## src/rtl/gost89_pkg.sv

```systemverilog
// -----------------------------------------------------------------------------
// gost89_pkg
// Shared definitions for the GOST 28147-89 OFB cores and their byte-stream
// adapter: block geometry, adapter FSM state encoding and the default
// busy-acknowledge timeout.
// -----------------------------------------------------------------------------
package gost89_pkg;

    localparam int BLK_W        = 64;   // cipher block width in bits
    localparam int BLK_BYTES    = 8;    // bytes per block
    localparam int BUSY_TMO_DEF = 4;    // cycles allowed for core_busy to rise

    typedef enum logic [2:0] {
        ST_IDLE  = 3'd0,
        ST_FILL  = 3'd1,
        ST_LOAD  = 3'd2,
        ST_ACK   = 3'd3,
        ST_WAIT  = 3'd4,
        ST_DRAIN = 3'd5
    } bs_state_t;

endpackage

```

## src/rtl/gost89_byte_unpack.sv

```systemverilog
// -----------------------------------------------------------------------------
// gost89_byte_unpack
// Holds one 64-bit core result and emits it MSB byte first on a valid/ready
// byte stream. Only the first i_nbytes bytes are emitted; o_last marks the
// final byte when the block closed its message.
//
// Ports
//   clk, reset_n   clock, asynchronous active-low reset
//   i_load         capture i_block / i_nbytes / i_last (one cycle)
//   i_block        64-bit core result
//   i_nbytes       number of valid bytes in the block (1..8)
//   i_last         block ends the message
//   i_ready        downstream ready
//   o_valid        byte valid (held until accepted)
//   o_data         current byte (obuf[63:56])
//   o_last         final byte of message
//   o_done         final byte handshake of this block
// -----------------------------------------------------------------------------
module gost89_byte_unpack
    import gost89_pkg::*;
(
    input  logic             clk,
    input  logic             reset_n,
    input  logic             i_load,
    input  logic [BLK_W-1:0] i_block,
    input  logic [3:0]       i_nbytes,
    input  logic             i_last,
    input  logic             i_ready,
    output logic             o_valid,
    output logic [7:0]       o_data,
    output logic             o_last,
    output logic             o_done
);

    logic [BLK_W-1:0] r_obuf;
    logic [3:0]       r_left;
    logic             r_last;
    logic             r_active;

    logic             w_fire;
    logic             w_final;

    assign w_fire  = r_active & i_ready;
    assign w_final = (r_left == 4'd1);

    always_ff @(posedge clk or negedge reset_n) begin
        if (!reset_n) begin
            r_obuf   <= '0;
            r_left   <= '0;
            r_last   <= 1'b0;
            r_active <= 1'b0;
        end else if (i_load) begin
            r_obuf   <= i_block;
            r_left   <= i_nbytes;
            r_last   <= i_last;
            r_active <= (i_nbytes != 4'd0);
        end else if (w_fire) begin
            // Bytes past nbytes are shifted out of view but never presented.
            r_obuf <= {r_obuf[BLK_W-9:0], 8'h00};
            r_left <= r_left - 4'd1;
            if (w_final) begin
                r_active <= 1'b0;
            end
        end
    end

    assign o_valid = r_active;
    assign o_data  = r_obuf[BLK_W-1 -: 8];
    assign o_last  = r_active & r_last & w_final;
    assign o_done  = w_fire & w_final;

endmodule

```

## src/rtl/gost89_ofb_byte_stream.sv

```systemverilog
// -----------------------------------------------------------------------------
// gost89_ofb_byte_stream
// Byte-stream adapter for a GOST 28147-89 OFB encrypt or decrypt core. Packs
// input bytes MSB-first into 64-bit blocks, loads them (optionally with a new
// IV) into the core, waits for the core to finish and streams the result back
// out, truncated to the number of input bytes in the block.
//
// Optional build macro: GOST89_BSTREAM_CNT_EN adds a 32-bit blk_cnt output
// counting block loads (wrapping, cleared only by reset_n).
//
// Ports
//   clk, reset_n                  clock, asynchronous active-low reset
//   iv_valid/iv/iv_ready          IV offer, accepted only in IDLE with no bytes
//   s_valid/s_data/s_last/s_ready input byte stream
//   m_valid/m_data/m_last/m_ready output byte stream
//   core_reset                    active-high core reset (reset + 1 cycle)
//   core_load_data/core_load_IV   one-cycle load pulses to the core
//   core_in/core_IV               block and IV to the core
//   core_out/core_busy            core result and busy flag
//   err                           sticky: core failed to go busy after a load
//   blk_cnt                       (GOST89_BSTREAM_CNT_EN only) load counter
// -----------------------------------------------------------------------------
module gost89_ofb_byte_stream
    import gost89_pkg::*;
#(
    parameter int BUSY_TMO = BUSY_TMO_DEF
)
(
    input  logic             clk,
    input  logic             reset_n,
    input  logic             iv_valid,
    input  logic [BLK_W-1:0] iv,
    output logic             iv_ready,
    input  logic             s_valid,
    input  logic [7:0]       s_data,
    input  logic             s_last,
    output logic             s_ready,
    output logic             m_valid,
    output logic [7:0]       m_data,
    output logic             m_last,
    input  logic             m_ready,
    output logic             core_reset,
    output logic             core_load_data,
    output logic             core_load_IV,
    output logic [BLK_W-1:0] core_in,
    output logic [BLK_W-1:0] core_IV,
    input  logic [BLK_W-1:0] core_out,
    input  logic             core_busy,
    output logic             err
`ifdef GOST89_BSTREAM_CNT_EN
    ,
    output logic [31:0]      blk_cnt
`endif
);

    bs_state_t        r_state;
    logic [BLK_W-1:0] r_buf;
    logic [2:0]       r_cnt;
    logic [3:0]       r_nbytes;
    logic             r_msg_last;
    logic             r_iv_pend;
    logic [BLK_W-1:0] r_core_iv;
    logic             r_load_data;
    logic             r_load_iv;
    logic [7:0]       r_tmo;
    logic             r_err;
    logic             r_rst_q;
    logic             r_core_rst;

    logic             w_s_fire;
    logic             w_iv_fire;
    logic             w_unpack_load;
    logic             w_done;
    logic [5:0]       w_byte_lsb;

    // Nothing is accepted while the core itself is still held in reset.
    assign s_ready   = ((r_state == ST_IDLE) || (r_state == ST_FILL)) & ~r_core_rst;
    assign iv_ready  = (r_state == ST_IDLE) & (r_cnt == 3'd0) & ~r_core_rst;
    assign w_s_fire  = s_valid & s_ready;
    assign w_iv_fire = iv_valid & iv_ready;

    // Bit position of the byte slot selected by r_cnt (slot 0 = bits 63:56).
    assign w_byte_lsb = {3'd7 - r_cnt, 3'b000};

    assign w_unpack_load = (r_state == ST_WAIT) & ~core_busy;

    always_ff @(posedge clk or negedge reset_n) begin
        if (!reset_n) begin
            r_state     <= ST_IDLE;
            r_buf       <= '0;
            r_cnt       <= '0;
            r_nbytes    <= '0;
            r_msg_last  <= 1'b0;
            r_iv_pend   <= 1'b0;
            r_core_iv   <= '0;
            r_load_data <= 1'b0;
            r_load_iv   <= 1'b0;
            r_tmo       <= '0;
            r_err       <= 1'b0;
            r_rst_q     <= 1'b1;
            r_core_rst  <= 1'b1;
        end else begin
            // Two-stage release keeps core_reset high one full cycle after reset_n.
            r_rst_q     <= 1'b0;
            r_core_rst  <= r_rst_q;
            r_load_data <= 1'b0;
            r_load_iv   <= 1'b0;

            if (w_iv_fire) begin
                r_core_iv <= iv;
                r_iv_pend <= 1'b1;
            end

            case (r_state)
                ST_IDLE, ST_FILL: begin
                    if (w_s_fire) begin
                        // First byte clears the block so a short block is zero padded.
                        if (r_cnt == 3'd0) begin
                            r_buf <= {s_data, 56'h0};
                        end else begin
                            r_buf[w_byte_lsb +: 8] <= s_data;
                        end
                        if ((r_cnt == 3'd7) || s_last) begin
                            r_state     <= ST_LOAD;
                            r_cnt       <= 3'd0;
                            r_nbytes    <= {1'b0, r_cnt} + 4'd1;
                            r_msg_last  <= s_last;
                            r_load_data <= 1'b1;
                            // An IV taken in this same cycle still rides with this block.
                            r_load_iv   <= r_iv_pend | w_iv_fire;
                        end else begin
                            r_cnt   <= r_cnt + 3'd1;
                            r_state <= ST_FILL;
                        end
                    end
                end
                ST_LOAD: begin
                    r_iv_pend <= 1'b0;
                    r_tmo     <= 8'd1;
                    r_state   <= ST_ACK;
                end
                ST_ACK: begin
                    if (core_busy) begin
                        r_state <= ST_WAIT;
                    end else if (r_tmo >= 8'(BUSY_TMO - 1)) begin
                        // Core never started: drop the block, flag it, go idle.
                        r_err   <= 1'b1;
                        r_state <= ST_IDLE;
                    end else begin
                        r_tmo <= r_tmo + 8'd1;
                    end
                end
                ST_WAIT: begin
                    if (!core_busy) begin
                        r_state <= ST_DRAIN;
                    end
                end
                ST_DRAIN: begin
                    if (w_done) begin
                        r_state <= ST_IDLE;
                    end
                end
                default: r_state <= ST_IDLE;
            endcase
        end
    end

    gost89_byte_unpack u_unpack (
        .clk      (clk),
        .reset_n  (reset_n),
        .i_load   (w_unpack_load),
        .i_block  (core_out),
        .i_nbytes (r_nbytes),
        .i_last   (r_msg_last),
        .i_ready  (m_ready),
        .o_valid  (m_valid),
        .o_data   (m_data),
        .o_last   (m_last),
        .o_done   (w_done)
    );

    assign core_reset     = r_core_rst;
    assign core_load_data = r_load_data;
    assign core_load_IV   = r_load_iv;
    assign core_in        = r_buf;
    assign core_IV        = r_core_iv;
    assign err            = r_err;

`ifdef GOST89_BSTREAM_CNT_EN
    logic [31:0] r_blk_cnt;

    always_ff @(posedge clk or negedge reset_n) begin
        if (!reset_n) begin
            r_blk_cnt <= '0;
        end else if (r_state == ST_LOAD) begin
            r_blk_cnt <= r_blk_cnt + 32'd1;
        end
    end

    assign blk_cnt = r_blk_cnt;
`endif

endmodule

```

## config.mk

```make
export PLATFORM = sky130hd
export DESIGN_NAME = gost89_ofb_byte_stream
export DESIGN_NICKNAME = d
export VERILOG_FILES = /design/src/rtl/gost89_pkg.sv /design/src/rtl/gost89_byte_unpack.sv /design/src/rtl/gost89_ofb_byte_stream.sv
export SDC_FILE = /design/constraint.sdc
export NUM_CORES = 1
export LEC_CHECK = 0
export CORE_UTILIZATION = 48
export CTS_BUF_LIST = sky130_fd_sc_hd__clkbuf_2
export DETAILED_ROUTE_END_ITERATION = 16
export PLACE_DENSITY = 0.82
export SLEW_MARGIN = 15
export SYNTH_ARGS = -nofsm -noshare
export SYNTH_HDL_FRONTEND = slang
export SYNTH_SLANG_ARGS = --single-unit
```

## constraint.sdc

```tcl
create_clock -name clk -period 3 [get_ports clk]
set_clock_uncertainty 0.05 [all_clocks]
set_input_delay 0.75 -clock clk [delete_from_list [all_inputs] [get_ports clk]]
set_output_delay 0.75 -clock clk [all_outputs]
set_load 0.01 [all_outputs]
```

Word level (Yosys, flattened, before mapping)

Cells that the tools add are included.

Flip-flop bits (word level): 223
Input bits: 143
Output and inout bits: 144
Logic and storage cells: 96

Add/sub/neg operators: 6
Magnitude comparators: 1
Equal/unequal tests: 13
Shift-type cells: 2
Muxes and demuxes: 28
Bitwise operators: 13
Reduce and logical (&&, ||, !) cells: 16

Operator list:

| kind                                                              | count |
|---|---|
| 2-to-1 mux 64 bit                                                 | 3 |
| bitwise mux 64 bit                                                | 1 |
| variable shift 8 x 8 -> 64 bit, first input constant              | 1 |
| indexed part select 8 x 8 -> 64 bit                               | 1 |
| 2-to-1 mux 3 bit                                                  | 6 |
| 2-to-1 mux 8 bit                                                  | 2 |
| one-hot mux 8 bit (2 select lines)                                | 1 |
| one-hot mux 3 bit (5 select lines)                                | 1 |
| 2-to-1 mux 1 bit                                                  | 11 |
| AND 1 bit                                                         | 10 |
| == test 3 bit, second input constant                              | 3 |
| AND reduction 3 bit                                               | 3 |
| adder 8 x 1 -> 8 bit, second input constant                       | 1 |
| greater-or-equal comparator 8 x 2 -> 1 bit, second input constant | 1 |
| 2-to-1 mux 4 bit                                                  | 2 |
| inequality test 2 bit, second input constant                      | 4 |
| negator 6 -> 8 bit                                                | 1 |
| nonzero test 2 bit                                                | 4 |
| == test 3 x 2 -> 1 bit, second input constant                     | 2 |
| zero test 3 bit                                                   | 2 |
| adder 3 x 1 -> 4 bit, second input constant                       | 1 |
| == test 4 x 1 -> 1 bit, second input constant                     | 1 |
| AND reduction 2 bit                                               | 2 |
| AND reduction 4 bit                                               | 1 |
| other kinds (12)                                                  | 14 |

Longest topological paths before layout

Gate-level depths: netlist (run 1).

Depth in word-level cells: 8
Depth in mapped cells: 9
Mapped depth without buffers: 6

By module

Synthesis (run 1) repeated with hierarchy kept, for this count alone.

Cells, all modules: 728
Area total of the unflattened synthesis: 9163.8 sq um

Modules (own cells, without submodules):

| module                 | times used | cells an instance | area each (sq um) | sequential area each (sq um) |
|---|---|---|---|---|
| gost89_ofb_byte_stream | 1          | 409               | 5876.9            | 3831.2 |
| gost89_byte_unpack     | 1          | 319               | 3286.9            | 1751.7 |

Least setup slack after synthesis (run 1)

No wires, ideal clock.

Path kind: reg-to-reg
From: register r_cnt[0]
To: register r_buf[32], in the netlist core_in[32]
Setup time: 0.078 ns
Arrival: 2.196 ns
Required time: 2.872 ns
Setup slack: 0.676 ns
Cell stages (with the launch flop): 8
Path buffers: 2
Period minus slack after synthesis: 2.324 ns
Cells stage by stage: dfrtp_1 > clkbuf_1 > inv_1 > ha_1 > or3b_2 > or3_1 > clkbuf_1 > o2bb2ai_1

Longest elaborated chain between the ends: 5
Elaborated cells on any way between the ends: 7
Those cells by class: add/sub (2); shift (2); mux (2); reduce/logical (1)

RTL lines:

| item                                                                                  | RTL line                      | RTL |
|---|---|---|
| from (decl)                                                                           | gost89_ofb_byte_stream.sv:58  | `logic [2:0] r_cnt;` |
| from (signal assigned)                                                                | gost89_ofb_byte_stream.sv:132 | `r_cnt <= r_cnt + 3'd1;` |
| subtractor 3 bit (*)                                                                  | gost89_ofb_byte_stream.sv:83  | `assign w_byte_lsb = {3'd7 - r_cnt, 3'b000};` |
| named net w_byte_lsb[3]                                                               | gost89_ofb_byte_stream.sv:74  | `logic [5:0] w_byte_lsb;` |
| negator 6 -> 8 bit (*)                                                                | gost89_ofb_byte_stream.sv:121 | `r_buf[w_byte_lsb +: 8] <= s_data;` |
| indexed part select 8 x 8 -> 64 bit or variable shift 8 x 8 -> 64 bit (tied branches) | gost89_ofb_byte_stream.sv:121 |  |
| bitwise mux 64 bit (*)                                                                | gost89_ofb_byte_stream.sv:121 |  |
| 2-to-1 mux 64 bit (*)                                                                 | gost89_ofb_byte_stream.sv:118 | `if (r_cnt == 3'd0) begin` |
| to (signal assigned)                                                                  | gost89_ofb_byte_stream.sv:119 | `r_buf <= {s_data, 56'h0};` |
| to (signal, indexed assignment)                                                       | gost89_ofb_byte_stream.sv:121 |  |
| to (decl)                                                                             | gost89_ofb_byte_stream.sv:57  | `logic [BLK_W-1:0] r_buf;` |

Mark *: on every way through the listed nets, which the timed path passes. The rest lies on a longest branch.
A chain may end at the register's enable or synchronous reset.

Final worst setup path (run 1)

From: register r_cnt[0]
To: output iv_ready

Longest elaborated chain between the ends: 3

RTL lines:

| item                   | RTL line                     | RTL |
|---|---|---|
| zero test 3 bit        | gost89_ofb_byte_stream.sv:78 | `assign iv_ready = (r_state == ST_IDLE) & (r_cnt == 3'd0) & ~r_core_rst;` |
| AND 1 bit (2 in a row) | gost89_ofb_byte_stream.sv:78 |  |
| to (decl)              | gost89_ofb_byte_stream.sv:33 | `output logic iv_ready,` |

No other way between the ends.

==> results.md, run 1 <==
* CTS buffer count at between 50 and 60
* # IOs at ~290
* Worst setup SP type: flop
* Rows at 50
* P per Cell Area at 870.1 mW/mm^2
* Hold path endpoint: core_reset$_DFF_PN1_
* Pleak at 5.591 nW
* Die width at 140.4 um
* Area delta synth->final at 38.91%
* Sequential fraction of the synthesis area at 60.71%
* Max VDD drop at approximately 470 uV
* Global-route wire length before repair at 37350 um
* DIE AREA at 0.01972 mm^2
* Drt pass-1 iters at 4
* Synth Register Bits at 223
* Ys async rst share at 100.0%
* WP buf/inv at 2
* Iteration-0 DRC Markers at 317
* Slowest cell on crit path: dfrtp_1
* Vias in the first global route at roughly 7100
* Fillers at 1449
* Number of distinct library cells after synthesis at 45
* Crit path largest cell delay at roughly 440 ps
* Hold path depth at 0
* Yosys top cell area share at 60.14%
* Drt via density at around 5.2
* Top_reg_cell synth: dfrtp_1
* CP required at 2200 ps
* YS warnings at 0
* H-tree depth at 2
* Final hold vios at 0
* Antenna violations before repair at 2
* CP Class: reg2out
* HP Start: r_rst_q$_DFF_PN1_
* Total wire length at 23780 um
* Slew Limit Fails at 0
* Hold crit path type: reg2reg
* Fin cells at 1329
* R2R Setup Slk at 310 ps
* Clock slew at reported path FFs at 110 ps
* Max cap viols at 0
* RR Startpoint: r_cnt[0]$_DFFE_PN0P_
* Synth area leaders: dfrtp_1 60%, mux2_2 9.2%, mux2i_1 6.1%, nand2_1 4.9%, o21ai_0 4.4%
* DPL Wire Length at 16490 um
* Crit path DAT at a little over 2000 ps
* GRT Residual Overflow at 0
* Final period util at 95.26%
* Dominant cell type by area after synthesis: dfrtp_1
* Layout cell share with drive strength beyond 1 at between 10% and 20%
* IO buf count at approximately 290
* FF-to-FF path depth at 7
* Worst reg2reg endpoint: core_in[43]$_DFFE_PN0P_
* GPL Wtd Cong at around 0.8
* Number of synthesized flops with an enable pin at 0
* Maximum net fanout on the critical path at 5
* Largest net degree at the start of global routing at 93
* Syn nets at 901
* Clk buf depth at 3
* CORE AREA at roughly 0.019 mm^2
* Worst-path cell chain: inv_1 > ha_2 > nand2b_1 > nor3b_2 > buf_2
* Status: finished clean
* Hold_ws at 319.8 ps
* Setup violators final at 0
* Root Driver: clkbuf_2
* Max-slew headroom at around 44%
* CP endpoint kind: output pin
* Die Y-Extent at 140.4 um
* Max Freq at 0.3499 GHz
* DRC viols at 0
* Initial Util at 49.00%
* Antenna-violating nets left at 0
* Routed wire per std cell at between 15 and 20 um
* Overall Global Routing Usage at 24.13%
* Clock latency on the worst-skew pair at 770 ps
* Mean area per synthesized cell at 12.25 um^2
* Synth Instances at 751
* Final min period at 2858 ps
* Total power at 0.01112 W
* Post-Place Cells at 1235
* CTS tree: done
* # clock sinks at 223
* Synthesized area at 0.009196 mm^2
* CP top delay family: flip-flops
* Final Net Count at 1215
* Via count at between 6000 and 7000
* Finished Core Util at around two thirds
* Actual slew at the worst max-slew pin at 841.3 ps
cell usage after synthesis (6+ instances only):
library cell	n
dfrtp_1	221
nand2_1	121
o21ai_0	81
mux2_2	75
mux2i_1	56
o2bb2ai_1	32
clkbuf_1	30
a22o_1	12
buf_2	11
a21oi_1	8
buf_4	8
inv_1	8
nor2b_1	8
ha_1	7
o21ai_1	7
o31ai_1	6
worst reg2reg max path, delay by kind of cell, from the launching register on:
kind / cells / cell delay (ps)
and+or+nand+nor: 3 / 1210
buffers and inverters: 1 / 150
AOI/OAI and AO/OA: 1 / 160
DFF: 1 / 440
adders and majority gates: 2 / 610
cells by family (layout without fill, tap and decap cells):
kind of cell | count (synthesis) | after routing | synth area share, %
mux | 131 | 131 | 15.28
simple gates | 172 | 172 | 8.884
fa+ha+maj | 7 | 7 | 0.9523
xor+xnor | 4 | 4 | 0.3810
buf+inv | 62 | 404 | 3.415
other cells | 1 | 3 | 0.04078
flops | 223 | 223 | 60.71
compound gates | 151 | 151 | 10.34
where the power goes:
part,switching (W),leakage [nW],internal (W)
registers,0.000665,2.87,0.00411
logic,0.00199,2.37,0.00249
clock network,0.00116,0.348,0.000699
total,0.00381,5.59,0.00730
state kept, by name, summed over array words and instances, names as in the netlist:
name,flops
core_load_IV,1
r_state,3
core_reset,1
core_load_data,1
r_msg_last,1
r_rst_q,1
err,1
r_iv_pend,1
r_nbytes,4
core_in,64
u_unpack.r_obuf,64
r_cnt,3
r_tmo,8
core_IV,64
u_unpack.r_last,1
u_unpack.r_left,4
u_unpack.o_valid,1
placed cells by master, fill, tap and decap left out, types with 2 or more instances in the layout:
master / instances
clkdlybuf4s50_1: 283
dfrtp_1: 221
nand2_1: 120
clkbuf_2: 82
o21ai_0: 81
mux2_2: 75
mux2i_1: 56
o2bb2ai_1: 32
buf_4: 16
a22o_1: 12
inv_1: 8
a21oi_1: 8
nor2b_1: 8
o21ai_1: 7
o31ai_1: 6
ha_1: 6
buf_12: 6
nand3_1: 5
clkinv_1: 5
nand2b_1: 4
nor4_1: 4
and3_1: 3
xor2_1: 3
nor2_1: 3
or3_1: 3
diode_2: 2
nor3_2: 2
nor3b_1: 2
nor4bb_1: 2
nor3_1: 2
or4_1: 2
or4b_1: 2
dfstp_2: 2
worst max path at each step:
| stage | startpoint | to | slack, ps | cells after the start |
|---|---|---|---|---|
| 5_1_grt | r_cnt[0]$_DFFE_PN0P_ | iv_ready | -50 | 5 |
| 4_1_cts | r_state[1]$_DFFE_PN0P_ | s_ready | 4 | 2 |
| 6_report | r_cnt[0]$_DFFE_PN0P_ | iv_ready | 140 | 5 |
| 3_3_place_gp | s_valid | core_in[38]$_DFFE_PN0P_ | 170 | 5 |
| 3_5_place_dp | s_valid | core_in[34]$_DFFE_PN0P_ | 110 | 5 |
| 2_1_floorplan | r_cnt[0]$_DFFE_PN0P_ | core_in[32]$_DFFE_PN0P_ | 680 | 7 |
repair_timing:
item	4_1_cts	5_1_grt
setup endpoints to repair	2	3
resized for setup	7	4
hold buffers	1	0
hold endpoints to repair	56	0
setup buffers	1	3
gates cloned	0	0
pin swaps	1	1
cell type report:
| cell class | count | area [um^2] | share of cell area [%] |
|---|---|---|---|
| Clock inverter | 6 | 23.77 | 0.1861 |
| Clock buffer | 81 | 405.4 | 3.173 |
| Antenna cell | 2 | 5.005 | 0.03918 |
| Sequential cell | 223 | 5583 | 43.70 |
| Timing Repair Buffer | 309 | 3108 | 24.33 |
| Tap cell | 234 | 292.8 | 2.292 |
| Multi-Input combinational cell | 466 | 3327 | 26.04 |
| Inverter | 8 | 30.03 | 0.2351 |
layer usage:
| metal | vias to the layer above | GRT usage [%] | wire [um] |
|---|---|---|---|
| met2 | 257 | 38.18 | 11410 |
| met1 | 3383 | 31.25 | 10070 |
| li1 | 3280 | - | - |
| met5 | - | 0 | 0 |
| met4 | 0 | 9.254 | 520 |
| met3 | 36 | 7.350 | 1773 |
through the flow:
stage | cell area, um^2 | setup WS, ps | setup TNS, ps
after floorplan | 9196 | 676.2 | 0
after global placement | 12290 | 172.7 | 0
after detailed placement | 12290 | 110.0 | 0
after CTS | 12740 | 3.669 | 0
after global routing | 12770 | -47.25 | -47.25
final | 12770 | 142.1 | 0
Note: power is estimated with default switching activity, not from simulation.
==> run 2, diff against run 1 <==
--- a/config.mk
+++ b/config.mk
@@ -9,7 +9,6 @@
 export CTS_BUF_LIST = sky130_fd_sc_hd__clkbuf_2
 export DETAILED_ROUTE_END_ITERATION = 16
 export PLACE_DENSITY = 0.82
-export SLEW_MARGIN = 15
 export SYNTH_ARGS = -nofsm -noshare
 export SYNTH_HDL_FRONTEND = slang
 export SYNTH_SLANG_ARGS = --single-unit
==> results of run 2 <==
Final layout, timing and power as in run 1 (identical DEF).
